**config.mk**
```make
export PLATFORM = sky130hd
export DESIGN_NAME = mem_bus_arbiter
export DESIGN_NICKNAME = d
export VERILOG_FILES = /design/src/rtl/mem_bus_pkg.sv /design/src/rtl/mem_bus_arbiter.sv
export SDC_FILE = /design/constraint.sdc
export NUM_CORES = 1
export LEC_CHECK = 0
export BUFFER_PORTS_ARGS = -buffer_cell sky130_fd_sc_hd__buf_2
export CORE_AREA = 2 2 283 285
export CTS_BUF_LIST = sky130_fd_sc_hd__clkbuf_16
export CTS_CLUSTER_DIAMETER = 80
export DETAILED_ROUTE_END_ITERATION = 8
export DIE_AREA = 0 0 285 287
export SLEW_MARGIN = 20
export SYNTH_ARGS = -nofsm -noshare
export SYNTH_HDL_FRONTEND = slang
export SYNTH_SLANG_ARGS = --single-unit
export TNS_END_PERCENT = 100
```
**constraint.sdc**
```tcl
create_clock -name clk -period 1.5 [get_ports clk]
set_input_delay 0.075 -clock clk [delete_from_list [all_inputs] [get_ports clk]]
set_output_delay 0.075 -clock clk [all_outputs]
set_load 0.005 [all_outputs]
```
**src/rtl/mem_bus_pkg.sv**
```systemverilog
// Shared types and constants for the I/D-cache main-memory arbiter.
package mem_bus_pkg;

    localparam int ADDR_W = 28;
    localparam int DATA_W = 128;

    typedef enum logic [1:0] {
        IDLE    = 2'd0,
        I_WAIT  = 2'd1,
        D_WAIT  = 2'd2,
        RELEASE = 2'd3
    } state_t;

    localparam logic GRANT_I = 1'b0;
    localparam logic GRANT_D = 1'b1;

    // Two-way round-robin pick: a lone requester wins, a tie goes to the
    // side that was not granted last.
    function automatic logic pick_grant(input logic ic_req,
                                        input logic dc_req,
                                        input logic last);
        if (ic_req && dc_req) begin
            return (last == GRANT_I) ? GRANT_D : GRANT_I;
        end else if (dc_req) begin
            return GRANT_D;
        end else begin
            return GRANT_I;
        end
    endfunction

endpackage

```
**src/rtl/mem_bus_arbiter.sv**
```systemverilog
// Arbitrates the single main-memory port between the I-cache (read only)
// and the D-cache (read / write-back). One transaction at a time; the
// memory request and the returned line are registered, and the granted
// cache gets a one-cycle ready pulse, followed by a one-cycle release gap.
module mem_bus_arbiter #(
    parameter int ADDR_W = mem_bus_pkg::ADDR_W,
    parameter int DATA_W = mem_bus_pkg::DATA_W
) (
    input  logic              clk,
    input  logic              rst,
    input  logic              ic_read,
    input  logic [ADDR_W-1:0] ic_addr,
    output logic [DATA_W-1:0] ic_rdata,
    output logic              ic_ready,
    input  logic              dc_read,
    input  logic              dc_write,
    input  logic [ADDR_W-1:0] dc_addr,
    input  logic [DATA_W-1:0] dc_wdata,
    output logic [DATA_W-1:0] dc_rdata,
    output logic              dc_ready,
    output logic              mem_read,
    output logic              mem_write,
    output logic [ADDR_W-1:0] mem_addr,
    output logic [DATA_W-1:0] mem_wdata,
    input  logic [DATA_W-1:0] mem_rdata,
    input  logic              mem_ready
);

    import mem_bus_pkg::*;

    state_t state;
    logic   last_grant;
    logic   dc_pend;
    logic   grant;

    // Pending-request decode and round-robin choice for the IDLE state.
    always_comb begin
        dc_pend = dc_read | dc_write;
        grant   = pick_grant(ic_read, dc_pend, last_grant);
    end

    // Arbiter FSM; every output is a register updated here.
    always_ff @(posedge clk) begin
        if (rst) begin
            state      <= IDLE;
            last_grant <= GRANT_I;
            ic_rdata   <= '0;
            ic_ready   <= 1'b0;
            dc_rdata   <= '0;
            dc_ready   <= 1'b0;
            mem_read   <= 1'b0;
            mem_write  <= 1'b0;
            mem_addr   <= '0;
            mem_wdata  <= '0;
        end else begin
            ic_ready <= 1'b0;
            dc_ready <= 1'b0;
            case (state)
                IDLE: begin
                    if (ic_read || dc_pend) begin
                        last_grant <= grant;
                        if (grant == GRANT_D) begin
                            // read+write together is treated as a write
                            mem_addr  <= dc_addr;
                            mem_wdata <= dc_wdata;
                            mem_write <= dc_write;
                            mem_read  <= ~dc_write;
                            state     <= D_WAIT;
                        end else begin
                            mem_addr  <= ic_addr;
                            mem_read  <= 1'b1;
                            mem_write <= 1'b0;
                            state     <= I_WAIT;
                        end
                    end
                end
                I_WAIT: begin
                    if (mem_ready) begin
                        mem_read <= 1'b0;
                        ic_rdata <= mem_rdata;
                        ic_ready <= 1'b1;
                        state    <= RELEASE;
                    end
                end
                D_WAIT: begin
                    if (mem_ready) begin
                        if (mem_read) begin
                            dc_rdata <= mem_rdata;
                        end
                        mem_read  <= 1'b0;
                        mem_write <= 1'b0;
                        dc_ready  <= 1'b1;
                        state     <= RELEASE;
                    end
                end
                RELEASE: begin
                    state <= IDLE;
                end
            endcase
        end
    end

endmodule

```
; ---- Yosys cells after proc, flatten, opt, wreduce, memory -nomap -nowiden
; Index checks and enable logic that the tools add are counted.
[totals]
reg_bits = 419
in_bits = 318
out_inout_bits = 416
[op_classes]
eq_ne = 6
mux = 16
n_bitwise = 4
n_reduce_logical = 15
[ops]
columns = operator, n
row1 = two-way mux 28 bit, 1
row2 = AND reduction 3 bit, 4
row3 = two-way mux 1 bit, 9
row4 = two-way mux 2 bit, 3
row5 = one-hot mux 2 bit (3 select lines), 1
row6 = AND reduction 2 bit, 3
row7 = OR reduction 2 bit, 3
row8 = "equality test 2 bit, second input constant", 2
row9 = "inequality test 2 bit, second input constant", 2
row10 = one-hot mux 1 bit (2 select lines), 2
row11 = nonzero test 2 bit, 2
row12 = NOT 1 bit, 3
row13 = "equality test 2 x 1 -> 1 bit, second input constant", 1
row14 = zero test 2 bit, 1
row15 = "inequality test 2 x 1 -> 1 bit, second input constant", 1
row16 = logical AND 1 bit, 1
row17 = logical OR 1 bit, 1
row18 = OR 1 bit, 1

; ---- Logic depth before layout (Yosys ltp)
[logic_depth]
depth_word = 6
ltp_mapped = 8
depth_no_buf = 5

; ---- Least setup slack after synthesis
; Ideal clock, no wire load.
[synth_path]
path_type = reg-to-reg
start = register state[0]
end = register mem_write
setup_time_ns = 0.070
arrival_ns = 1.539
t_required_ns = 1.430
path_slack_ns = -0.110
path_stages_with_launch = 7
synth_period_minus_slack_ns = 1.610
path_cell_list = dfxtp_1 > inv_1 > ha_1 > buf_6 > nor4b_2 > or4b_1 > a21oi_1
[synth_between]
elab_chain_cells = 3
word_cells_on_any_way = 7
[synth_rtl]
columns = element, line
row1 = "start, declared", mem_bus_arbiter.sv:31  ; state_t state;
row2 = "start signal, assigned", mem_bus_arbiter.sv:45  ; state <= IDLE;
row3 = "start signal, assigned", mem_bus_arbiter.sv:68  ; state <= D_WAIT;
row4 = "start signal, assigned", mem_bus_arbiter.sv:73  ; state <= I_WAIT;
row5 = equality test 2 bit / zero test 2 bit (equally long branches), mem_bus_arbiter.sv:58  ; case (state)
row6 = inequality test 2 bit (no source line) / nonzero test 2 bit (equally long branches), -
row7 = AND reduction 3 bit (no source line), -
row8 = "end signal, assigned", mem_bus_arbiter.sv:66  ; mem_write <= dc_write;
row9 = "end, declared", mem_bus_arbiter.sv:22  ; output logic mem_write,
; Several ways; a longest one is shown, not always the timed one.
; A chain may end at the register's enable or synchronous reset.

; ---- Worst setup path in the final report
[layout_path]
start = register state[1]
end = register dc_rdata[14]
[layout_between]
elab_chain_cells = 2
[layout_rtl]
columns = element, line
row1 = equality test 2 bit, mem_bus_arbiter.sv:58
row2 = AND reduction 3 bit (no source line), -
row3 = "end signal, assigned", mem_bus_arbiter.sv:88  ; dc_rdata <= mem_rdata;
row4 = "end, declared", mem_bus_arbiter.sv:19  ; output logic [DATA_W-1:0] dc_rdata,
; Every way passes these cells.

==> results.toml <==
[status]
outcome = "complete, no violations"

[route]
drc = 0
wl_per_cell_um = 18.3
routed-via-count = 18000
wl_um = 73900
via_per_inst = 4.45
firstDrtPassIters = 7
drt_iter0_markers = 1043
postRouteAntennaNets = 0

[cells_and_area]
fillCellCount = 8120
layout.nets = 3275
final-seq-area_sq_um = 8390
mostFrequentLayoutCell = "buf_2"
area_growth_pct = 72.4
multi_input_area_sq_um = 6200
drive_gt1_share_pct = 32.8
final_cell_mix = "732 x buf_2, 570 x nand2_1, 417 x dfxtp_1"

[placement]
hpwl_um = 48300
preCtsSetupSlack_ns = -0.0844
finalWeightedCongestion = 0.825
io_buffers = 733

[global_route]
grtUsageTotal_pct = 15.9
grt_antenna_before_repair = 8
grt_first_pass_wirelength_um = 102000
overflow = 0
grt_max_degree = 78
grt_pass1_vias = 17200

[floorplan]
initial_core_util_pct = 19.3
coreArea_sq_um = 78600
rows = 103
die_area_sq_um = 81800
ios = 734
die_h_um = 287
fp.dieW_um = 285

[worst_setup_path]
ff2ff_path_depth = 8
worstPathMaxFanout = 13
cp.arrival_ns = 2.00
required_ns = 2.00
cp-start-kind = "flip-flop"
r2r-end = "dc_rdata[14]$_SDFFE_PP0P_"
r2r_slack_ns = 0.001
rr_startpoint = "state[1]$_SDFFE_PP0P_"
crit_type = "flip-flop to flip-flop"
end_kind = "flip-flop"

[timing]
min_period_over_period_pct = 99.9
whs_ns = 0.0565
finClkSkew_ns = 0.0129
hold_violations = 0
max_freq_mhz = 667
finalCriticalPeriod_ns = 1.50
worst_pin_slew_ns = 0.436
fin_ws_ns = 0.00123
drv_slew = 0
slew_headroom_pct = 70.8
rsz0062_at_grt = "true"
setup_viol_count_final = 0

[worst_hold_path]
min_delay_worst_endpoint = "mem_write$_SDFFE_PP0P_"
hold_path_class = "input port to flip-flop"
whs_path_depth = 4
holdCritStartpoint = "dc_write"

[pwr]
ir_worst_vdd_uv = 1060
leakage_nw = 11.4
pwr_density_cell_nw_per_um2 = 1440

[clocking]
cts_buffer_depth = 3
clk_latency_ns = 0.59
numClockSinks = 419
htree_levels = 2
cts_buffers = 49
clockRootBuffer = "clkbuf_16"
cts_tree = "yes"
path_clk_slew_ns = 0.06

[yosys]
avgSynthCellArea_sq_um = 8.01
synth_warnings = 0
synth-seq-cells = 419
synth-seq-area-share_pct = 55.3
syn-num-nets = 2218
synth.distinct_cells = 32
syn_area_sq_um = 15200
syn_inst = 1895

[flow_run]
cap_violations = 0
cell usage after synthesis (all sizes together):
cell | n | area, sq um
o2bb2ai | 1 | 15.0
o31ai | 1 | 7.51
and3 | 1 | 6.26
and2 | 1 | 6.26
a21oi | 388 | 1940
o21ai | 131 | 656
nand3 | 129 | 646
a311oi | 28 | 245
nor3b | 1 | 7.51
nand2 | 572 | 2150
a2bb2oi | 1 | 15.0
a21boi | 1 | 7.51
or4 | 1 | 7.51
dfxtp | 419 | 8390
inv | 3 | 11.3
buf | 72 | 414
clkbuf | 101 | 392
a221oi | 1 | 8.76
nor2b | 1 | 6.26
ha | 5 | 62.6
mux2i | 2 | 20.0
a211o | 1 | 8.76
nor2 | 30 | 113
nor4b | 1 | 15.0
o31a | 1 | 10.0
nand2b | 1 | 6.26
or4b | 1 | 10.0
layer usage:
layer  routed length (um)  global-route usage [%]
met5                   27                       0
met4                 3120                    6.36
met3                 5320                    3.81
met2                37000                    28.8
met1                28400                    17.8
per-stage QoR:
step / util (%) / power, W / cell area, sq um / setup TNS, ns / instances
6_report: 33.3 / 0.0376 / 26200 / 0 / 4041
3_5_place_dp: 26.1 / 0.0237 / 20500 / -5.39 / 3596
5_1_grt: 33.3 / 0.0396 / 26200 / -3.06 / 4040
4_1_cts: 32.3 / 0.0362 / 25400 / -0.00376 / 4010
2_1_floorplan: - / 0.0186 / 15200 / -3.04 / 1895
3_3_place_gp: 26.1 / 0.0236 / 20500 / -3.27 / 3596
layout make-up:
| cell class | count | share of cell area, % |
|---|---|---|
| Antenna cell | 2 | 0.0191 |
| Clock buffer | 49 | 4.69 |
| Clock inverter | 39 | 1.02 |
| Inverter | 3 | 0.0813 |
| Multi-Input combinational cell | 1300 | 23.7 |
| Sequential cell | 419 | 32.1 |
| Tap cell | 1050 | 5.02 |
| Timing Repair Buffer | 1179 | 33.4 |
report_power, final:
group	switching (W)	total (W)	leakage [nW]	internal, W
Sequential	0.000919	0.0139	3.41	0.0129
Clock	0.00498	0.0113	0.777	0.00630
Combinational	0.00681	0.0125	7.20	0.00567
Total	0.0127	0.0376	11.4	0.0249
critical path: stages, from the launching register on:
cell and delay [ns]:
dfxtp_2 0.32, buf_6 0.12, ha_4 0.15, buf_6 0.12
nand3_4 0.10, buf_12 0.18, buf_12 0.17, nand2_1 0.07
a21oi_1 0.17
timing repair:
item,in CTS,in global routing
hold endpoints to repair,415,0
hold buffers,315,0
pin swaps,2,19
endpoints found under the setup margin,204,269
setup buffers,8,9
cloned,4,21
resized for setup,18,96
cell families (layout without fill, tap and decap cells):
group	after synthesis	after routing	share of synthesized area, %
AND/OR/NAND/NOR	739	739	19.6
buffers and inverters	176	1270	5.38
adder cells (fa/ha/maj)	5	5	0.412
other	0	2	0
flip-flops	419	419	55.3
AO/OA/AOI/OAI	554	554	19.2
multiplexers	2	2	0.132
state kept, by name (all words and copies together) (netlist names):
signal      cells
mem_read        1
ic_rdata      128
mem_write       1
mem_addr       28
mem_wdata     128
last_grant      1
dc_ready        1
state           2
dc_rdata      128
ic_ready        1
worst max-delay path by stage:
stage                          start                     endpoint  slack [ns]  depth (start not counted)
4_1_cts        state[0]$_SDFFE_PP0P_    ic_rdata[15]$_SDFFE_PP0P_      -0.003                          6
6_report       state[1]$_SDFFE_PP0P_    dc_rdata[14]$_SDFFE_PP0P_       0.001                          8
2_1_floorplan  state[0]$_SDFFE_PP0P_  mem_wdata[100]$_SDFFE_PP0P_       -0.03                          8
3_5_place_dp   state[1]$_SDFFE_PP0P_    dc_rdata[14]$_SDFFE_PP0P_       -0.08                          7
5_1_grt        state[1]$_SDFFE_PP0P_     dc_rdata[2]$_SDFFE_PP0P_       -0.07                          8
3_3_place_gp   state[0]$_SDFFE_PP0P_       mem_write$_SDFFE_PP0P_       -0.08                          6
No activity file was read; power rests on OpenSTA's default activity.
